<file path="src/rtl/pwm_deadtime_io_if.sv">
// MMIO slot bus between the host register block and the PWM dead-time output stage.
// Latency: read_data is combinational from addr; writes are captured on the next clk edge.
// Backpressure: none; the slot always accepts cs&write and always answers a read.
// Signals: addr (word address), cs (slot select), read/write strobes, write_data, read_data.
interface pwm_deadtime_io_if;
  logic [4:0]  addr;
  logic        cs;
  logic        read;
  logic        write;
  logic [31:0] write_data;
  logic [31:0] read_data;

  modport master (
    output addr, cs, read, write, write_data,
    input  read_data
  );

  modport slave (
    input  addr, cs, read, write, write_data,
    output read_data
  );
endinterface

</file>
<file path="src/rtl/pwm_deadtime_io.sv">
// Complementary gate drive with programmable dead time and latched fault shutdown for 4 PWM channels.
// Latency: active side drops on the edge that samples a pwm edge; opposite side rises DT edges later.
// Backpressure: none; MMIO writes always accepted, reads combinational and side-effect free.
// Ports: clk, rst_n (async active-low); bus (MMIO slot, slave side);
//   i_pwm_in[3:0] raw PWM; i_fault_n async active-low fault; o_gate_hi/o_gate_lo[3:0] gate drives.
module pwm_deadtime_io #(
  parameter int DT_W = 16
) (
  input  logic              clk,
  input  logic              rst_n,
  pwm_deadtime_io_if.slave  bus,
  input  logic [3:0]        i_pwm_in,
  input  logic              i_fault_n,
  output logic [3:0]        o_gate_hi,
  output logic [3:0]        o_gate_lo
);

  typedef enum logic [2:0] {
    ST_OFF  = 3'd0,
    ST_DT_H = 3'd1,
    ST_HI   = 3'd2,
    ST_DT_L = 3'd3,
    ST_LO   = 3'd4
  } state_t;

  // Register file
  logic [3:0]      r_ctrl;
  logic [DT_W-1:0] r_dt;
  logic            r_fault_latched;
  logic            r_sync1;
  logic            r_sync2;

  // Per-channel FSM state
  state_t          r_state   [4];
  state_t          w_state_nxt [4];
  logic [DT_W-1:0] r_cnt     [4];
  logic [DT_W-1:0] w_cnt_nxt [4];
  logic [3:0]      r_hi;
  logic [3:0]      r_lo;
  logic [3:0]      w_hi_nxt;
  logic [3:0]      w_lo_nxt;

  logic            w_wr;
  logic            w_fault_sync;
  logic            w_fault_clr;
  logic            w_kill;
  logic            w_any_active;
  logic            w_unused;

  assign w_wr         = bus.cs & bus.write;
  assign w_fault_sync = ~r_sync2;
  assign w_fault_clr  = w_wr && (bus.addr == 5'd3) && bus.write_data[0];
  // A synchronized fault shuts the channels down one edge ahead of the latch, so a
  // short fault and a CTRL write landing together can never let a channel start.
  assign w_kill       = r_fault_latched | w_fault_sync;
  assign w_any_active = |(r_hi | r_lo);
  assign w_unused     = ^{bus.read, bus.write_data[31:DT_W]};

  assign o_gate_hi = r_hi;
  assign o_gate_lo = r_lo;

  // Registers, synchronizer and fault latch
  always_ff @(posedge clk or negedge rst_n) begin
    if (!rst_n) begin
      r_ctrl          <= 4'h0;
      r_dt            <= '0;
      r_fault_latched <= 1'b0;
      r_sync1         <= 1'b1;
      r_sync2         <= 1'b1;
    end else begin
      r_sync1 <= i_fault_n;
      r_sync2 <= r_sync1;
      if (w_wr && (bus.addr == 5'd0)) r_ctrl <= bus.write_data[3:0];
      if (w_wr && (bus.addr == 5'd1)) r_dt   <= bus.write_data[DT_W-1:0];
      // An active fault always wins over a coincident clear.
      if (w_fault_sync)     r_fault_latched <= 1'b1;
      else if (w_fault_clr) r_fault_latched <= 1'b0;
    end
  end

  // Read mux
  always_comb begin
    bus.read_data = 32'h0;
    case (bus.addr)
      5'd0:    bus.read_data = {28'h0, r_ctrl};
      5'd1:    bus.read_data = 32'(r_dt);
      5'd2:    bus.read_data = {29'h0, w_fault_sync, r_fault_latched, w_any_active};
      default: bus.read_data = 32'h0;
    endcase
  end

  // Channel FSM state registers
  always_ff @(posedge clk or negedge rst_n) begin
    if (!rst_n) begin
      for (int n = 0; n < 4; n++) begin
        r_state[n] <= ST_OFF;
        r_cnt[n]   <= '0;
      end
      r_hi <= 4'h0;
      r_lo <= 4'h0;
    end else begin
      for (int n = 0; n < 4; n++) begin
        r_state[n] <= w_state_nxt[n];
        r_cnt[n]   <= w_cnt_nxt[n];
      end
      r_hi <= w_hi_nxt;
      r_lo <= w_lo_nxt;
    end
  end

  // Channel FSM next-state. Leaving HI/LO loads DT-1 because the edge that drops the
  // active side already counts as the first dead-time cycle; a restart or entry from
  // OFF loads the full DT.
  always_comb begin
    for (int n = 0; n < 4; n++) begin
      w_state_nxt[n] = r_state[n];
      w_cnt_nxt[n]   = r_cnt[n];
      w_hi_nxt[n]    = 1'b0;
      w_lo_nxt[n]    = 1'b0;
      if (!r_ctrl[n] || w_kill) begin
        w_state_nxt[n] = ST_OFF;
        w_cnt_nxt[n]   = '0;
      end else begin
        case (r_state[n])
          ST_OFF: begin
            w_cnt_nxt[n]   = r_dt;
            w_state_nxt[n] = i_pwm_in[n] ? ST_DT_H : ST_DT_L;
          end
          ST_DT_H: begin
            if (!i_pwm_in[n]) begin
              w_state_nxt[n] = ST_DT_L;
              w_cnt_nxt[n]   = r_dt;
            end else if (r_cnt[n] == '0) begin
              w_state_nxt[n] = ST_HI;
              w_hi_nxt[n]    = 1'b1;
            end else begin
              w_cnt_nxt[n]   = r_cnt[n] - DT_W'(1);
            end
          end
          ST_HI: begin
            w_hi_nxt[n] = 1'b1;
            if (!i_pwm_in[n]) begin
              w_hi_nxt[n] = 1'b0;
              if (r_dt == '0) begin
                w_state_nxt[n] = ST_LO;
                w_lo_nxt[n]    = 1'b1;
              end else begin
                w_state_nxt[n] = ST_DT_L;
                w_cnt_nxt[n]   = r_dt - DT_W'(1);
              end
            end
          end
          ST_DT_L: begin
            if (i_pwm_in[n]) begin
              w_state_nxt[n] = ST_DT_H;
              w_cnt_nxt[n]   = r_dt;
            end else if (r_cnt[n] == '0) begin
              w_state_nxt[n] = ST_LO;
              w_lo_nxt[n]    = 1'b1;
            end else begin
              w_cnt_nxt[n]   = r_cnt[n] - DT_W'(1);
            end
          end
          ST_LO: begin
            w_lo_nxt[n] = 1'b1;
            if (i_pwm_in[n]) begin
              w_lo_nxt[n] = 1'b0;
              if (r_dt == '0) begin
                w_state_nxt[n] = ST_HI;
                w_hi_nxt[n]    = 1'b1;
              end else begin
                w_state_nxt[n] = ST_DT_H;
                w_cnt_nxt[n]   = r_dt - DT_W'(1);
              end
            end
          end
          default: begin
            w_state_nxt[n] = ST_OFF;
            w_cnt_nxt[n]   = '0;
          end
        endcase
      end
    end
  end

endmodule
</file>
<file path="src/flat_wrapper.sv">
// flat-port wrapper written by rule: the top's interface ports become plain ports
module pwm_deadtime_io_flat 
#(
  parameter int DT_W = 16
)
  (clk, rst_n, i_pwm_in, i_fault_n, o_gate_hi, o_gate_lo, bus_addr, bus_cs, bus_read, bus_write, bus_write_data, bus_read_data);
  pwm_deadtime_io_if bus_i ();
  input  logic clk;
  input  logic rst_n;
  input  logic [3:0] i_pwm_in;
  input  logic i_fault_n;
  output logic [3:0] o_gate_hi;
  output logic [3:0] o_gate_lo;
  input wire logic [$bits(bus_i.addr)-1:0] bus_addr;
  input wire logic [$bits(bus_i.cs)-1:0] bus_cs;
  input wire logic [$bits(bus_i.read)-1:0] bus_read;
  input wire logic [$bits(bus_i.write)-1:0] bus_write;
  input wire logic [$bits(bus_i.write_data)-1:0] bus_write_data;
  output wire logic [$bits(bus_i.read_data)-1:0] bus_read_data;
  assign bus_i.addr = bus_addr;
  assign bus_i.cs = bus_cs;
  assign bus_i.read = bus_read;
  assign bus_i.write = bus_write;
  assign bus_i.write_data = bus_write_data;
  assign bus_read_data = bus_i.read_data;
  pwm_deadtime_io #(.DT_W(DT_W)) u_core (.clk(clk), .rst_n(rst_n), .bus(bus_i), .i_pwm_in(i_pwm_in), .i_fault_n(i_fault_n), .o_gate_hi(o_gate_hi), .o_gate_lo(o_gate_lo));
endmodule
</file>
<file path="config.mk">
export PLATFORM = sky130hd
export DESIGN_NAME = pwm_deadtime_io_flat
export DESIGN_NICKNAME = d
export VERILOG_FILES = /design/src/rtl/pwm_deadtime_io_if.sv /design/src/rtl/pwm_deadtime_io.sv /design/src/flat_wrapper.sv
export SDC_FILE = /design/constraint.sdc
export NUM_CORES = 1
export LEC_CHECK = 0
export BUFFER_PORTS_ARGS = -buffer_cell sky130_fd_sc_hd__buf_4
export CAP_MARGIN = 15
export CORE_ASPECT_RATIO = 0.8
export CORE_UTILIZATION = 40
export CTS_CLUSTER_SIZE = 28
export DETAILED_ROUTE_END_ITERATION = 8
export PLACE_DENSITY = 0.66
export SETUP_SLACK_MARGIN = 0.02
export SKIP_LAST_GASP = 1
export SYNTH_ARGS = -nofsm -noshare
export SYNTH_HDL_FRONTEND = slang
export SYNTH_SLANG_ARGS = --single-unit
</file>
<file path="constraint.sdc">
create_clock -name clk -period 3.9 [get_ports clk]
set_input_delay 0.39 -clock clk [delete_from_list [all_inputs] [get_ports clk]]
set_output_delay 0.39 -clock clk [all_outputs]
set_load 0.01 [all_outputs]
</file>
==> results.json <==
{
  "yosys_warnings": 0,
  "cts_tree": "done",
  "fin_util": 0.4532,
  "p_clk_frac": 0.343,
  "ctsHtreeMaxLevel": 3,
  "pin_count": 87,
  "synth_edf_count": 0,
  "p_leak_nw": 3.776,
  "power.density_nw_per_um2": 318.5,
  "critPathRequiredTime_ps": 4210,
  "p_switching_uw": 989.4,
  "setup_viol": 0,
  "gr-usage-all-layers": 0.2702,
  "ys.flop_type": "dfrtp_1",
  "synthArstFlopShare": 1.000,
  "clock_latency_ps": 370,
  "worstMarginPinSlew_ps": 959.2,
  "gp_congestion": 0.9896,
  "post_route_cells_drive_above_1_share": 0.1340,
  "synthDominantCellAreaShare": 0.3214,
  "swShare": 0.3442,
  "worstSetupStartpointType": "flop",
  "syn_inst": 1045,
  "finalMaxSlewViolations": 0,
  "ant_nets": 0,
  "yosysTopAreaCell": "dfrtp_1",
  "syn_to_final_growth_pct": 10.41,
  "dr.first_iter.drc_count": 1412,
  "dieArea_um2": 21010,
  "fin_skew_ps": 8.474,
  "layout.nets": 1112,
  "yosysUniqueCellTypes": 75,
  "min_period_ps": 3177,
  "cpMostUsedCell": "o21ai_0",
  "cp_top_family": "simple AND/OR/NAND/NOR gates",
  "grt_antenna_before_repair": 0,
  "clockBufferDepth": 2,
  "ir_drop_v": 0.0002264,
  "cts_resized": 0,
  "io_buffers": 53,
  "netlist_area_um2": 8174,
  "critPathKind": "flop to flop",
  "status": "finished clean",
  "arrival_ps": 3490,
  "dr.pass1.iters": 6,
  "diodes": 0,
  "yosysSeqAreaShare": 0.3279,
  "holdBufCountCts": 0,
  "die_h_um": 129.9,
  "cts_setup_buffers": 0,
  "grt_max_degree": 59,
  "synthTopCellsByCount": "o21ai_0 (156), dfrtp_1 (105), a21oi_1 (76)",
  "intPower_mw": 1.885,
  "max-cap-violations": 0,
  "rsz0062_at_grt": "false",
  "core_um2": 19910,
  "vias": 8619,
  "cts.clk_slew.worst_paths_ps": 80,
  "drt-wirelength-per-cell_um": 21.07,
  "syn_area_per_cell_um2": 7.822,
  "pwr-share-comb": 0.227,
  "finalCritPeriodShare": 0.8145,
  "hold_class": "input pin to async pin",
  "ys_ff_latch": 107,
  "slew_headroom": 0.3546,
  "start_util": 0.4105,
  "numCtsBuffers": 9,
  "rows": 46,
  "slowest_stage": "nor2_1",
  "globalRoute.totalOverflow": 0,
  "grt_pass1_wl_um": 43910,
  "critPathCaptureType": "flop",
  "synth_most_common_cell": "o21ai_0",
  "power.share.sequential": 0.430,
  "clock.fmax_ghz": 0.3148,
  "yosys-top-cells-area": "dfrtp_1 (32%), o21ai_0 (9.6%), a21oi_1 (4.7%)",
  "cts_sinks": 107,
  "drc": 0,
  "finalHoldViolCount": 0,
  "via_per_inst": 6.510,
  "finalSetupTns_ps": 0,
  "critPathMaxStageDelay_ps": 640,
  "die_w_um": 161.8,
  "dp_hpwl_um": 19850,
  "whs_ps": 124.6,
  "grt_pass1_vias": 7634,
  "cts-root-buf": "clkbuf_16",
  "critPathBufInv": 0,
  "worstPathMaxFanout": 14,
  "crit_chain": "nor3_1 > nand3_1 > nor2_1 > o21ai_0 > o21ai_0 > a22o_1",
  "routed_wirelength_um": 27900
}
cells by family (layout without fill, tap and decap cells):
kind of cell,after synthesis,after routing,share of synthesized area
AOI/OAI and AO/OA,385,385,0.2898
DFF,107,107,0.3279
muxes,30,30,0.03995
xor gates and xnor gates,10,10,0.01071
buffers and inverters,111,111,0.05924
other,1,16,0.0004588
and+or+nand+nor,391,391,0.2567
adders and majority gates,10,10,0.01531
metrics by stage:
step | power [mW] | instance area [um^2] | worst slack, ps | std cells
final | 2.874 | 9025 | 723.4 | 1324
after global routing | 2.954 | 9025 | 535.3 | 1324
after CTS | 2.857 | 9025 | 848.7 | 1324
after detailed placement | 1.875 | 8711 | 855.5 | 1308
after global placement | 1.869 | 8711 | 922.9 | 1308
after floorplan | 1.573 | 8230 | 1592 | 1060
power groups by stage:
stage	combinational [mW]	clock, mW	sequential, mW
after detailed placement	0.623	0	1.25
after global routing	0.683	1.04	1.24
after CTS	0.626	1.00	1.23
final	0.653	0.987	1.23
after floorplan	0.391	0	1.18
after global placement	0.619	0	1.25
routing by layer:
layer  part of all wire  track usage
met5                  0            0
met2               0.42       0.3946
met3              0.098      0.03910
met1               0.45       0.4012
met4              0.030       0.1004
final cells by class:
type | count | area [um^2]
clock buffer | 11 | 252.7
tap | 264 | 330.3
inverter | 21 | 78.83
timing repair buffer | 74 | 555.5
fill | 2035 | 10890
clock inverter | 5 | 61.31
sequential | 107 | 2680
multi-input combinational | 842 | 5066
sequential cells by signal (all words and copies together) (netlist names):
| name | flops |
|---|---|
| u_core.r_cnt | 64 |
| u_core.r_dt | 16 |
| u_core.r_state | 12 |
| u_core.o_gate_hi | 4 |
| u_core.o_gate_lo | 4 |
| u_core.r_ctrl | 4 |
| u_core.r_fault_latched | 1 |
| u_core.r_sync1 | 1 |
| u_core.r_sync2 | 1 |
worst reg2reg max path: cells and delay by family, from the launching register on:
family / cells / cell delay, ps
AO/OA/AOI/OAI: 3 / 970
AND/OR/NAND/NOR: 3 / 1560
flip-flops: 1 / 580
path summary, 6_finish.rpt:
kind / startpoint / endpoint / slack [ps] / depth (start not counted)
worst max-delay path: u_core.r_dt[8]$_DFFE_PN0P_ / u_core.r_cnt[32]$_DFFE_PN0P_ / 720 / 6
worst min-delay path: rst_n / u_core.r_cnt[51]$_DFFE_PN0P_ / 120 / 2
worst max register to register: u_core.r_dt[8]$_DFFE_PN0P_ / u_core.r_cnt[32]$_DFFE_PN0P_ / 720 / 6
worst min register to register: u_core.r_sync1$_DFF_PN1_ / u_core.r_sync2$_DFF_PN1_ / 360 / 0
max in group asynchronous: rst_n / u_core.r_cnt[7]$_DFFE_PN0P_ / 3220 / 2
min in group clk: i_fault_n / u_core.r_sync1$_DFF_PN1_ / 130 / 1
placed cells by master, fill, tap and decap left out, drive strengths merged, types with 5 or more instances in the layout:
master and n:
nor3 75, or2 9, o211ai 6, clkbuf 11, nor2b 13, nor2 74
o311a 5, mux2i 9, o21ai 158, nand2 66, xnor2 6, o31ai 10
o22ai 11, nand2b 10, a31oi 27, a22o 18, a221oi 12, nor4 22
dfrtp 105, nor3b 11, ha 10, a21oi 76, mux2 21, a211oi 10
or3 14, a21o 9, and3 10, conb 16, or4 7, nand3 27
and2 22, buf 74, a22oi 7, nand4 13, inv 21
(Power assumes the default switching activity.)
